### src/rtl/dff_pipe.sv
// ----------------------------------------------------------------------------
// dff_pipe
//   Parametrised D-register pipeline. Delays a WIDTH-bit word by DEPTH
//   clock-enabled stages and carries a valid tag with every word. It supports
//   stall (en) and flush, and reports how many stages hold valid words.
//
//   Parameters
//     WIDTH      data width in bits, >= 1
//     DEPTH      number of register stages, >= 1
//     RESET_VAL  value loaded into every data stage on reset
//
//   Ports
//     clk        rising-edge clock
//     reset      synchronous, active-low reset
//     en         advance the pipeline by one stage
//     flush      invalidate every stage; data stages keep their values
//     d          input data word
//     d_valid    valid tag for d
//     q          data word of the last stage
//     q_valid    valid tag of the last stage
//     occupancy  number of stages whose valid tag is 1
//
//   Valid semantics: d_valid is a tag only. There is no ready or backpressure
//   signal. On every edge with reset=1, flush=0 and en=1, the pair
//   (d, d_valid) is captured. A word with d_valid=0 still moves through the
//   pipeline as a bubble. q_valid=1 marks q as a real word.
//
//   Update priority on each rising edge: reset > flush > en > hold.
//   All outputs come straight from registers.
// ----------------------------------------------------------------------------
module dff_pipe #(
   parameter int               WIDTH     = 4,
   parameter int               DEPTH     = 4,
   parameter logic [WIDTH-1:0] RESET_VAL = '0,
   localparam int              OCC_W     = $clog2(DEPTH + 1)
) (
   input  logic             clk,
   input  logic             reset,
   input  logic             en,
   input  logic             flush,
   input  logic [WIDTH-1:0] d,
   input  logic             d_valid,
   output logic [WIDTH-1:0] q,
   output logic             q_valid,
   output logic [OCC_W-1:0] occupancy
);

   generate
      if (DEPTH < 1) begin : g_bad_depth
         $error("dff_pipe: DEPTH must be at least 1");
      end
   endgenerate

   logic [WIDTH-1:0] stage [DEPTH];
   logic [DEPTH-1:0] vld;
   logic [OCC_W-1:0] occ;

   always_ff @(posedge clk) begin
      if (!reset) begin
         for (int i = 0; i < DEPTH; i++) begin
            stage[i] <= RESET_VAL;
         end
         vld <= '0;
         occ <= '0;
      end else if (flush) begin
         vld <= '0;
         occ <= '0;
      end else if (en) begin
         stage[0] <= d;
         vld[0]   <= d_valid;
         for (int i = DEPTH - 1; i > 0; i--) begin
            stage[i] <= stage[i-1];
            vld[i]   <= vld[i-1];
         end
         // One word may enter and one may leave on the same edge. The true
         // result always lies in 0..DEPTH. Modular arithmetic therefore gives
         // the right value even when the intermediate sum overflows OCC_W.
         occ <= occ + OCC_W'(d_valid) - OCC_W'(vld[DEPTH-1]);
      end
   end

   assign q         = stage[DEPTH-1];
   assign q_valid   = vld[DEPTH-1];
   assign occupancy = occ;

endmodule

### config.mk
export PLATFORM = sky130hd
export DESIGN_NAME = dff_pipe
export DESIGN_NICKNAME = d
export VERILOG_FILES = /design/src/rtl/dff_pipe.sv
export SDC_FILE = /design/constraint.sdc
export NUM_CORES = 1
export LEC_CHECK = 0
export ABC_AREA = 1
export BUFFER_PORTS_ARGS = -buffer_cell sky130_fd_sc_hd__buf_2
export CORE_MARGIN = 5
export CORE_UTILIZATION = 57
export DETAILED_ROUTE_END_ITERATION = 10
export MAX_ROUTING_LAYER = met4
export PLACE_DENSITY = 0.79
export REMOVE_ABC_BUFFERS = 1
export SLEW_MARGIN = 20
export SYNTH_ARGS = -nofsm -noshare
export SYNTH_HDL_FRONTEND = slang
export SYNTH_SLANG_ARGS = --single-unit
### constraint.sdc
create_clock -name clk -period 3.6 [get_ports clk]
set_input_delay 0.36 -clock clk [delete_from_list [all_inputs] [get_ports clk]]
set_output_delay 0.36 -clock clk [all_outputs]
set_load 0.1 [all_outputs]
==> results by group, run 1 <==
Worst setup path
  – Critical Path RT: 3870 ps
  – Bufs and invs on worst path: 3
  – Worst path cell trace: inv_1, ha_1, inv_1, ha_1, inv_1, fa_1, nand2_1, nand2_1, nor2_1, nor2_1, nor2_1
  – CP max stage delay: 400 ps
  – CP endpoint kind: flip-flop
  – CP max-delay cell: fa_1
  – Crit Path Max Fanout: 3
  – Critical path data arrival time: 2010 ps
  – Worst r2r path cells: 11
  – Levels on crit path: 11
  – Crit path kind: reg -> reg
  – CP Launch Type: flip-flop
  – R2r setup slk: 1860 ps
  – Crit-path leading delay family: adder cells

Layout
  – NumNets Final: 127
  – ANT cells: 0
  – Ratio of cells with drive above 1 in the final layout: 28.1%
  – Non-Filler Instances: 131
  – Area delta synth->final: 11.7%
  – Design area: 0.00111 mm²

Synth
  – Number of flops mapped to enable cells by yosys: 16
  – Commonest cells in the netlist: inv_1 (23), nor2_1 (18), edfxtp_1 (16)
  – Synth Instances: 95
  – Netlist cell types: 15
  – Area contributors post-synth: edfxtp_1 (48%), dfxtp_1 (14%), inv_1 (8.7%)
  – Synth Cell Area: 995 µm²
  – Most common cell in the synthesized netlist: inv_1
  – Synth Flop Type: edfxtp_1
  – Syn Area/Cell: 10.5 µm²
  – Area leader, netlist: edfxtp_1
  – Synthesized flop and latch total: 23
  – Async SR Flop Fraction: 0%
  – Seq/Total Area, Yosys: 62.4%
  – Total of warnings raised by yosys: 0
  – Top-area cell type share of the netlist area: 48.3%

Timing
  – Final setup fails: 0
  – Final min period: 1740 ps
  – Final worst path period share: 48.4%
  – Least-Margin Pin Slew: 488 ps
  – Final Max Slew Viols: 0
  – Hold Vio Cnt, Final: 0
  – RSZ-0062 raised after global routing: no
  – Clk_skew: 8.28 ps
  – Fin Setup TNS: 0 ps
  – Setup ws final: 1860 ps
  – Max Clock Freq: 574 MHz
  – Slew HR: 67.7%

Clock network
  – Clock Path Buffers: 2
  – CTS Buf Count: 3
  – Setup repair bufs after CTS: 0
  – Clk pin slew, worst setup/hold paths: 120 ps
  – H-tree Lvls: 1
  – Root buffer cell: clkbuf_4
  – Hold-fix buffers, CTS: 0
  – CTS tree: yes
  – Clk sink count: 23
  – CTS resizes: 0
  – Clk_lat worst skew: 310 ps

Drt
  – DRT antenna net count: 0
  – Drt total wl: 1380 µm
  – DRC viols: 0
  – Post-DR wirelength/cell: 10.6 µm
  – DR iter-0 viols: 7
  – Vias: 635
  – Drt via density: 4.85
  – DR pass1 iterations: 4

Floorplan
  – Die height: 51.8 µm
  – Row count: 15
  – Initial core utilization: 58.9%
  – Die Area: 0.00268 mm²
  – Die X: 51.8 µm
  – Top Ports: 17
  – Core box area: 0.00169 mm²

Global routing
  – GRT Total Usage: 12.8%
  – Met2 GRT Util: 21.8%
  – Met3 Use GR: 3.44%
  – Pin count of the biggest net entering global routing: 17
  – Met1 Usage GRT: 13.1%
  – Global route overflow: 0
  – Grt peak-use layer: met2
  – Vias in the first global route: 582
  – Antenna violations before repair: 0
  – First-pass GRT wire length: 2380 µm

Placed design
  – Placed Cells: 127
  – Post-DP HPWL: 988 µm
  – Pre-CTS setup slack: 1870 ps
  – Routability Congestion: 0.697
  – DP Area: 0.00108 mm²
  – # port buffers: 16

Run
  – Max Cap Viol: 0

Power
  – P_leak: 0.000509 µW
  – Power Density: 445 mW/mm²
  – Design Power: 494 µW
  – Max VDD drop: 0.000275 V

Hold path
  – Worst min-delay path class: in -> reg
  – Hold path cells: 3

Run status
  – Status: completed
[report_power, final]
group | internal (µW) | switching (µW)
registers | 297 | 4.90
logic | 15.8 | 57.0
clock network | 43.3 | 75.8
[sequential cells by signal, summed over array words and instances, names as in the netlist]
signal,cells
occupancy,3
stage,16
vld,4
[through the flow]
step,hold WS (ps),utilization (%)
after floorplan,449,-
after global placement,455,64.2
after detailed placement,467,64.2
after CTS,296,65.8
after global routing,306,65.8
final,293,65.8
[worst reg2reg max path: stages (launching register included)]
cell and delay (ps):
dfxtp_1 340, inv_1 50, ha_1 260, inv_1 60
ha_1 130, inv_1 50, fa_1 400, nand2_1 110
nand2_1 70, nor2_1 100, nor2_1 50, nor2_1 80
[cell usage in the layout, fill, tap and decap left out]
| cell | synthesis | final |
|---|---|---|
| a21oi_1 | 2 | 2 |
| buf_2 | 0 | 16 |
| buf_4 | 1 | 1 |
| clkbuf_1 | 0 | 1 |
| clkbuf_4 | 0 | 3 |
| dfxtp_1 | 7 | 7 |
| edfxtp_1 | 16 | 16 |
| fa_1 | 1 | 1 |
| ha_1 | 2 | 2 |
| inv_1 | 23 | 23 |
| nand2_1 | 4 | 4 |
| nand2_4 | 1 | 1 |
| nand4_1 | 1 | 1 |
| nor2_1 | 18 | 18 |
| nor2_2 | 9 | 9 |
| nor2_4 | 2 | 2 |
| o21ai_0 | 7 | 6 |
| o21ai_1 | 0 | 1 |
[path summary, 6_finish.rpt]
path           startpoint      endpoint
min reg2reg  occupancy[0]  occupancy[0]
min               d_valid        vld[0]
max reg2reg  occupancy[0]  occupancy[2]
max          occupancy[0]  occupancy[2]
[logic make-up (layout without fill, tap and decap cells)]
group                      after synthesis  in the layout  share of synthesized area, %
AOI/OAI and AO/OA                        9              9                          4.53
and+or+nand+nor                         35             35                          18.0
buffers and inverters                   25             44                          10.6
DFF                                     23             23                          62.4
adders and majority gates                3              3                          4.53
[area by class of cell]
class / count / area [µm²]
clock buffers: 4 / 26.3
fillers: 137 / 578
inverters: 23 / 86.3
multi-input cells: 47 / 269
flip-flops and latches: 23 / 621
well taps: 17 / 21.3
repair buffers: 17 / 87.6
[routing by layer]
layer	vias to the layer above	wire (µm)
li1	328	-
met1	277	544
met2	25	698
met3	5	97
met4	0	44
met5	-	0
No activity file was read; power rests on OpenSTA's default activity.
==> inputs of run 2 (changes only) <==
--- a/config.mk
+++ b/config.mk
@@ -8,10 +8,10 @@
 export ABC_AREA = 1
 export BUFFER_PORTS_ARGS = -buffer_cell sky130_fd_sc_hd__buf_2
 export CORE_MARGIN = 5
-export CORE_UTILIZATION = 57
+export CORE_UTILIZATION = 53
 export DETAILED_ROUTE_END_ITERATION = 10
 export MAX_ROUTING_LAYER = met4
-export PLACE_DENSITY = 0.79
+export PLACE_DENSITY = 0.74
 export REMOVE_ABC_BUFFERS = 1
 export SLEW_MARGIN = 20
 export SYNTH_ARGS = -nofsm -noshare
==> constraint.sdc (replaced) <==
create_clock -name clk -period 1.65 [get_ports clk]
set_input_delay 0.165 -clock clk [delete_from_list [all_inputs] [get_ports clk]]
set_output_delay 0.165 -clock clk [all_outputs]
set_load 0.1 [all_outputs]
==> run 2 against run 1 <==
Effect of this change: combinational power grew 140%; worst setup slack lost 1800 ps; routed wire length grew 12%; via count grew 2.4%; power grew 120%; final area grew 5.5%; non-clock buffer count grew 1; clock skew shrank 2.4 ps; global-route usage grew 0.56 points; sequential share of layout area shrank 2.7 points.
==> results by group, run 2 (synthesized netlist as in run 1, its figures left out) <==
Floorplan
  – Top Ports: 17 (unchanged)
  – Die Area: 0.00284 mm² (+6.1%)
  – Initial core utilization: 56.4% (-2.5 points)
  – Die height: 53.3 µm (+3.0%)
  – Row count: 15 (unchanged)
  – Core box area: 0.00176 mm² (+4.4%)
  – Die X: 53.3 µm (+3.0%)

Hold path
  – Worst min-delay path class: in -> reg
  – Hold Path End: stage[0][3]
  – Hold path cells: 3 (unchanged)
  – Hold Crit Start: d[3]

Timing
  – Hold_ws: 141 ps (-151 ps)
  – RSZ-0062 raised after global routing: yes
  – Final worst path period share: 98.5% (+50 points)
  – Setup ws final: 24.1 ps (-1830 ps)
  – Final Max Slew Viols: 0 (unchanged)
  – Final min period: 1630 ps (-117 ps)
  – Least-Margin Pin Slew: 485 ps (-2.28 ps)
  – Slew HR: 67.9% (+0.15 points)
  – Final setup fails: 0 (unchanged)
  – Clk_skew: 5.89 ps (-2.39 ps)
  – Max Clock Freq: 615 MHz (+7.2%)
  – Hold Vio Cnt, Final: 0 (unchanged)

Power
  – P_leak: 0.000515 µW (+1.2%)
  – Power Density: 936 mW/mm² (+110%)
  – Design Power: 1100 µW (+120%)
  – Max VDD drop: 0.000614 V (+120%)

Layout
  – ANT cells: 0 (unchanged)
  – Flip-flop count of the largest register after layout: 16 (unchanged)
  – Ratio of cells with drive above 1 in the final layout: 40.0% (+12 points)
  – Area delta synth->final: 17.9%
  – Non-Filler Instances: 140 (+6.9%)
  – Most frequent cells in the layout: inv_1 (20), nor2_1 (16), buf_2 (16), edfxtp_1 (16), nor2_2 (11)
  – NumNets Final: 128 (+0.79%)
  – Design area: 0.00117 mm² (+5.5%)
  – Largest Register: stage
  – Filler cells: 162 (+18%)
  – Most common cell after layout, fill and taps aside: inv_1

Global routing
  – Pin count of the biggest net entering global routing: 17 (unchanged)
  – Global route overflow: 0 (unchanged)
  – GRT Total Usage: 13.4% (+0.56 points)
  – First-pass GRT wire length: 2620 µm (+10%)
  – Antenna violations before repair: 0 (unchanged)
  – Vias in the first global route: 671 (+15%)

Placed design
  – Post-DP HPWL: 1030 µm (+4.2%)
  – Routability Congestion: 0.709 (+1.7%)
  – Pre-CTS setup slack: -103 ps (-1980 ps)
  – # port buffers: 16 (unchanged)
  – Placed Cells: 135 (+6.3%)
  – DP Area: 0.00109 mm² (+0.92%)

Worst setup path
  – Crit Reg-Reg Startpoint: occupancy[0]
  – Worst r2r path cells: 11 (unchanged)
  – Crit path kind: reg -> reg
  – Critical path data arrival time: 1870 ps (-140 ps)
  – CP Launch Type: flip-flop
  – Critical Path RT: 1900 ps (-1970 ps)
  – Crit Path Max Fanout: 3 (unchanged)
  – R2r setup slk: 20 ps (-1830 ps)
  – Crit Reg-Reg Endpoint: occupancy[2]
  – CP endpoint kind: flip-flop

Drt
  – DRT antenna net count: 0 (unchanged)
  – DRC viols: 0 (unchanged)
  – DR iter-0 viols: 9 (+2)
  – DR pass1 iterations: 5 (+1)
  – Drt via density: 4.64 (-4.2%)
  – Vias: 650 (+2.4%)
  – Drt total wl: 1550 µm (+12%)
  – Post-DR wirelength/cell: 11.0 µm (+4.5%)

Clock network
  – H-tree Lvls: 1 (unchanged)
  – Root buffer cell: clkbuf_4
  – CTS Buf Count: 3 (unchanged)
  – Clk_lat worst skew: 310 ps (about the same)
  – Clock Path Buffers: 2 (unchanged)
  – CTS tree: yes
  – Clk sink count: 23 (unchanged)
  – Clk pin slew, worst setup/hold paths: 130 ps (about the same)

Run status
  – Status: completed

Run
  – Max Cap Viol: 0 (unchanged)
run 2: metal layers:
metal | GRT usage (%) | part of all wire (%)
met5 | - | 0
met4 | 6.38 | 0.39
met2 | 24.1 | 52
met3 | 2.54 | 6.0
met1 | 13.8 | 41
run 2: cell type report:
type                    instances  area [µm²]  share of cell area, %
inverters                      23        88.8                   7.58
clock buffers                   3        22.5                   1.92
well taps                      25        31.3                   2.67
flip-flops and latches         23         623                   53.1
repair buffers                 18        95.1                   8.11
multi-input cells              47         307                   26.1
clock inverters                 1        5.00                  0.427
run 2: worst max-delay path: stages, from the launching register on:
cell and delay [ps]:
dfxtp_2 350, inv_2 40, ha_4 210, inv_4 50, ha_4 110, inv_2 30, fa_2 360, nand2_2 100
nand2_2 60, nor2_2 80, nor2_1 50, nor2_1 110
run 2: per-stage QoR:
| stage | setup TNS (ps) | util, % |
|---|---|---|
| after global routing | -67.1 | 66.5 |
| after CTS | -12.6 | 65.9 |
| final | 0 | 66.5 |
| after floorplan | -4660 | - |
| after global placement | 0 | 62.1 |
| after detailed placement | -103 | 62.1 |
run 2: power breakdown:
group	total, µW	leakage [µW]	internal, µW	switching, µW
Clock	263	0.0000177	90.5	172
Combinational	174	0.000270	42.4	132
Sequential	661	0.000227	649	11.4
run 2: worst max path at each step:
stage	slack (ps)	to	startpoint	depth (start not counted)
6_report	20	occupancy[2]	occupancy[0]	11
3_3_place_gp	30	occupancy[2]	occupancy[0]	11
4_1_cts	-10	occupancy[2]	occupancy[0]	11
5_1_grt	-70	occupancy[2]	occupancy[0]	11
2_1_floorplan	-760	occupancy[2]	occupancy[0]	11
3_5_place_dp	-100	occupancy[2]	occupancy[0]	11
run 2: timing repair:
action	4_1_cts	5_1_grt
resized for setup	10	4
hold buffers	0	0
buffers inserted	1	0
cloned	0	0
setup endpoints to repair	1	1
pin swaps	6	5
==> inputs of run 3 (changes only) <==
--- a/config.mk
+++ b/config.mk
@@ -7,13 +7,14 @@
 export LEC_CHECK = 0
 export ABC_AREA = 1
 export BUFFER_PORTS_ARGS = -buffer_cell sky130_fd_sc_hd__buf_2
+export CELL_PAD_IN_SITES_DETAIL_PLACEMENT = 0
+export CELL_PAD_IN_SITES_GLOBAL_PLACEMENT = 1
 export CORE_MARGIN = 5
-export CORE_UTILIZATION = 53
+export CORE_UTILIZATION = 41
 export DETAILED_ROUTE_END_ITERATION = 10
 export MAX_ROUTING_LAYER = met4
-export PLACE_DENSITY = 0.74
+export PLACE_DENSITY = 0.73
 export REMOVE_ABC_BUFFERS = 1
-export SLEW_MARGIN = 20
 export SYNTH_ARGS = -nofsm -noshare
 export SYNTH_HDL_FRONTEND = slang
 export SYNTH_SLANG_ARGS = --single-unit
==> constraint.sdc (replaced) <==
create_clock -name clk -period 1.65 [get_ports clk]
set_input_delay 0.0825 -clock clk [delete_from_list [all_inputs] [get_ports clk]]
set_output_delay 0.0825 -clock clk [all_outputs]
set_load 0.1 [all_outputs]
==> run 3 against run 2 <==
Effect of this change: critical path depth did not move; utilization is 15 points lower; via count down 8.0%; largest power group unchanged.
==> results by group, run 3 (synthesized netlist as in run 1, its figures left out) <==
Run status
  – Status: completed

Drt
  – Vias: 598 (-8.0%)
  – DRT antenna net count: 0 (unchanged)
  – DRC viols: 0 (unchanged)
  – Drt via density: 4.21 (-9.3%)
  – DR iter-0 viols: 9 (unchanged)
  – Drt total wl: 1350 µm (-13%)
  – Post-DR wirelength/cell: 9.51 µm (-14%)
  – DR pass1 iterations: 4 (-1)

Timing
  – Final min period: 1600 ps (-26.6 ps)
  – Fin Setup TNS: 0 ps (unchanged)
  – Final Max Slew Viols: 0 (unchanged)
  – Final worst path period share: 96.9% (-1.6 points)
  – RSZ-0062 raised after global routing: yes
  – Hold Vio Cnt, Final: 0 (unchanged)
  – Max Clock Freq: 625 MHz (+1.7%)
  – Clk_skew: 4.92 ps (-0.968 ps)
  – Slew HR: 67.8% (about the same)
  – Least-Margin Pin Slew: 486 ps (+0.426 ps)
  – Setup ws final: 50.8 ps (+26.6 ps)
  – Final setup fails: 0 (unchanged)

Placed design
  – Placed Cells: 138 (+2.2%)
  – # port buffers: 16 (unchanged)
  – Pre-CTS setup slack: -18.3 ps (+84.3 ps)
  – Routability Congestion: 0.702 (-0.95%)
  – Post-DP HPWL: 915 µm (-11%)

Worst setup path
  – CP max-delay cell: fa_2
  – Worst r2r path cells: 11 (unchanged)
  – CP endpoint kind: flip-flop
  – Worst Setup SP: occupancy[0]
  – CP max stage delay: 380 ps (+20 ps)
  – Crit Reg-Reg Startpoint: occupancy[0]
  – Critical Path RT: 1900 ps (about the same)
  – Critical path data arrival time: 1850 ps (-20 ps)
  – Crit path kind: reg -> reg
  – CP Launch Type: flip-flop
  – Crit Path Max Fanout: 3 (unchanged)
  – Worst path cell trace: inv_2, ha_4, inv_2, ha_4, inv_2, fa_2, nand2_2, nand2_1, nor2_1, nor2_1, nor2_1

Global routing
  – Global route overflow: 0 (unchanged)
  – Vias in the first global route: 538 (-20%)
  – First-pass GRT wire length: 2250 µm (-14%)
  – GRT Total Usage: 8.77% (-4.6 points)
  – Antenna violations before repair: 0 (unchanged)
  – Pin count of the biggest net entering global routing: 17 (unchanged)

Layout
  – Most frequent cells in the layout: inv_1 (19), nor2_1 (18), buf_2 (16), edfxtp_1 (16), nor2_2 (9)
  – Fin util: 51.3% (-15 points)
  – Largest Register: stage
  – Area delta synth->final: 16.4%
  – Most common cell after layout, fill and taps aside: inv_1
  – NumNets Final: 127 (-0.78%)
  – Flip-flop count of the largest register after layout: 16 (unchanged)
  – Non-Filler Instances: 142 (+1.4%)
  – Ratio of cells with drive above 1 in the final layout: 36.8% (-3.2 points)
  – ANT cells: 0 (unchanged)

Hold path
  – Hold Crit Start: d_valid
  – Worst min-delay path class: in -> reg
  – Hold path cells: 3 (unchanged)

Floorplan
  – Die height: 59.3 µm (+11%)
  – Die Area: 0.00351 mm² (+24%)
  – Initial core utilization: 44.1% (-12 points)
  – Core box area: 0.00225 mm² (+28%)
  – Row count: 17 (+2)
  – Die X: 59.3 µm (+11%)
  – Top Ports: 17 (unchanged)

Clock network
  – CTS Buf Count: 3 (unchanged)
  – Root buffer cell: clkbuf_4
  – Clock Path Buffers: 2 (unchanged)
  – Clk_lat worst skew: 300 ps (about the same)
  – Clk pin slew, worst setup/hold paths: 120 ps (about the same)
  – CTS tree: yes
  – H-tree Lvls: 1 (unchanged)
  – Clk sink count: 23 (unchanged)

Power
  – P_leak: 0.000509 µW (-1.2%)
  – Power Density: 928 mW/mm² (-0.93%)
  – Max VDD drop: 0.000459 V (-25%)
  – Design Power: 1070 µW (-2.2%)

Run
  – Max Cap Viol: 0 (unchanged)
[run 3: cell count changes in the layout (fill, tap and decap cells not counted), sizes merged]
| cell | delta |
|---|---|
| buf | -1 |
| clkbuf | +1 |
| clkinv | -1 |
[run 3: area by class of cell]
cell class	instances	area, µm²
repair buffers	17	87.6
multi-input cells	47	299
well taps	28	35.0
flip-flops and latches	23	623
fillers	229	1100
clock buffers	4	26.3
inverters	23	86.3
[run 3: through the flow]
step / hold WS (ps) / cell area, µm²
floorplan: 172 / 976
global placement: 337 / 1100
detailed placement: 353 / 1100
CTS: 28.4 / 1130
global route: 62.4 / 1160
finish: 75.4 / 1160
[run 3: worst max-delay path: cells and delay by family, from the launching register on]
family	cells	cell delay, ps
adders and majority gates	3	720
buffers and inverters	3	140
DFF	1	350
and+or+nand+nor	5	340
[run 3: per-layer routing]
layer / wire length, µm / global-route usage (%)
met1: 661 / 11.0
met2: 576 / 12.3
met3: 97 / 2.83
met4: 14 / 4.85
met5: 0 / -
[run 3: path summary, 6_finish.rpt]
check / to / slack [ps]
worst min-delay path: vld[0] / 80
worst max register to register: occupancy[2] / 50
worst min register to register: vld[2] / 490
worst max-delay path: occupancy[2] / 50
[run 3: where the power goes]
part           switching, µW  internal [µW]  leakage (µW)
clock network            152           94.0     0.0000150
logic                    128           39.4      0.000266
registers               10.3            649      0.000227
[run 3: what timing repair did]
item                                    4_1_cts  5_1_grt
gates resized for setup                       1       10
hold buffers                                  0        0
setup buffers                                 0        0
endpoints found under the setup margin        1        1
pin swaps                                     0        5
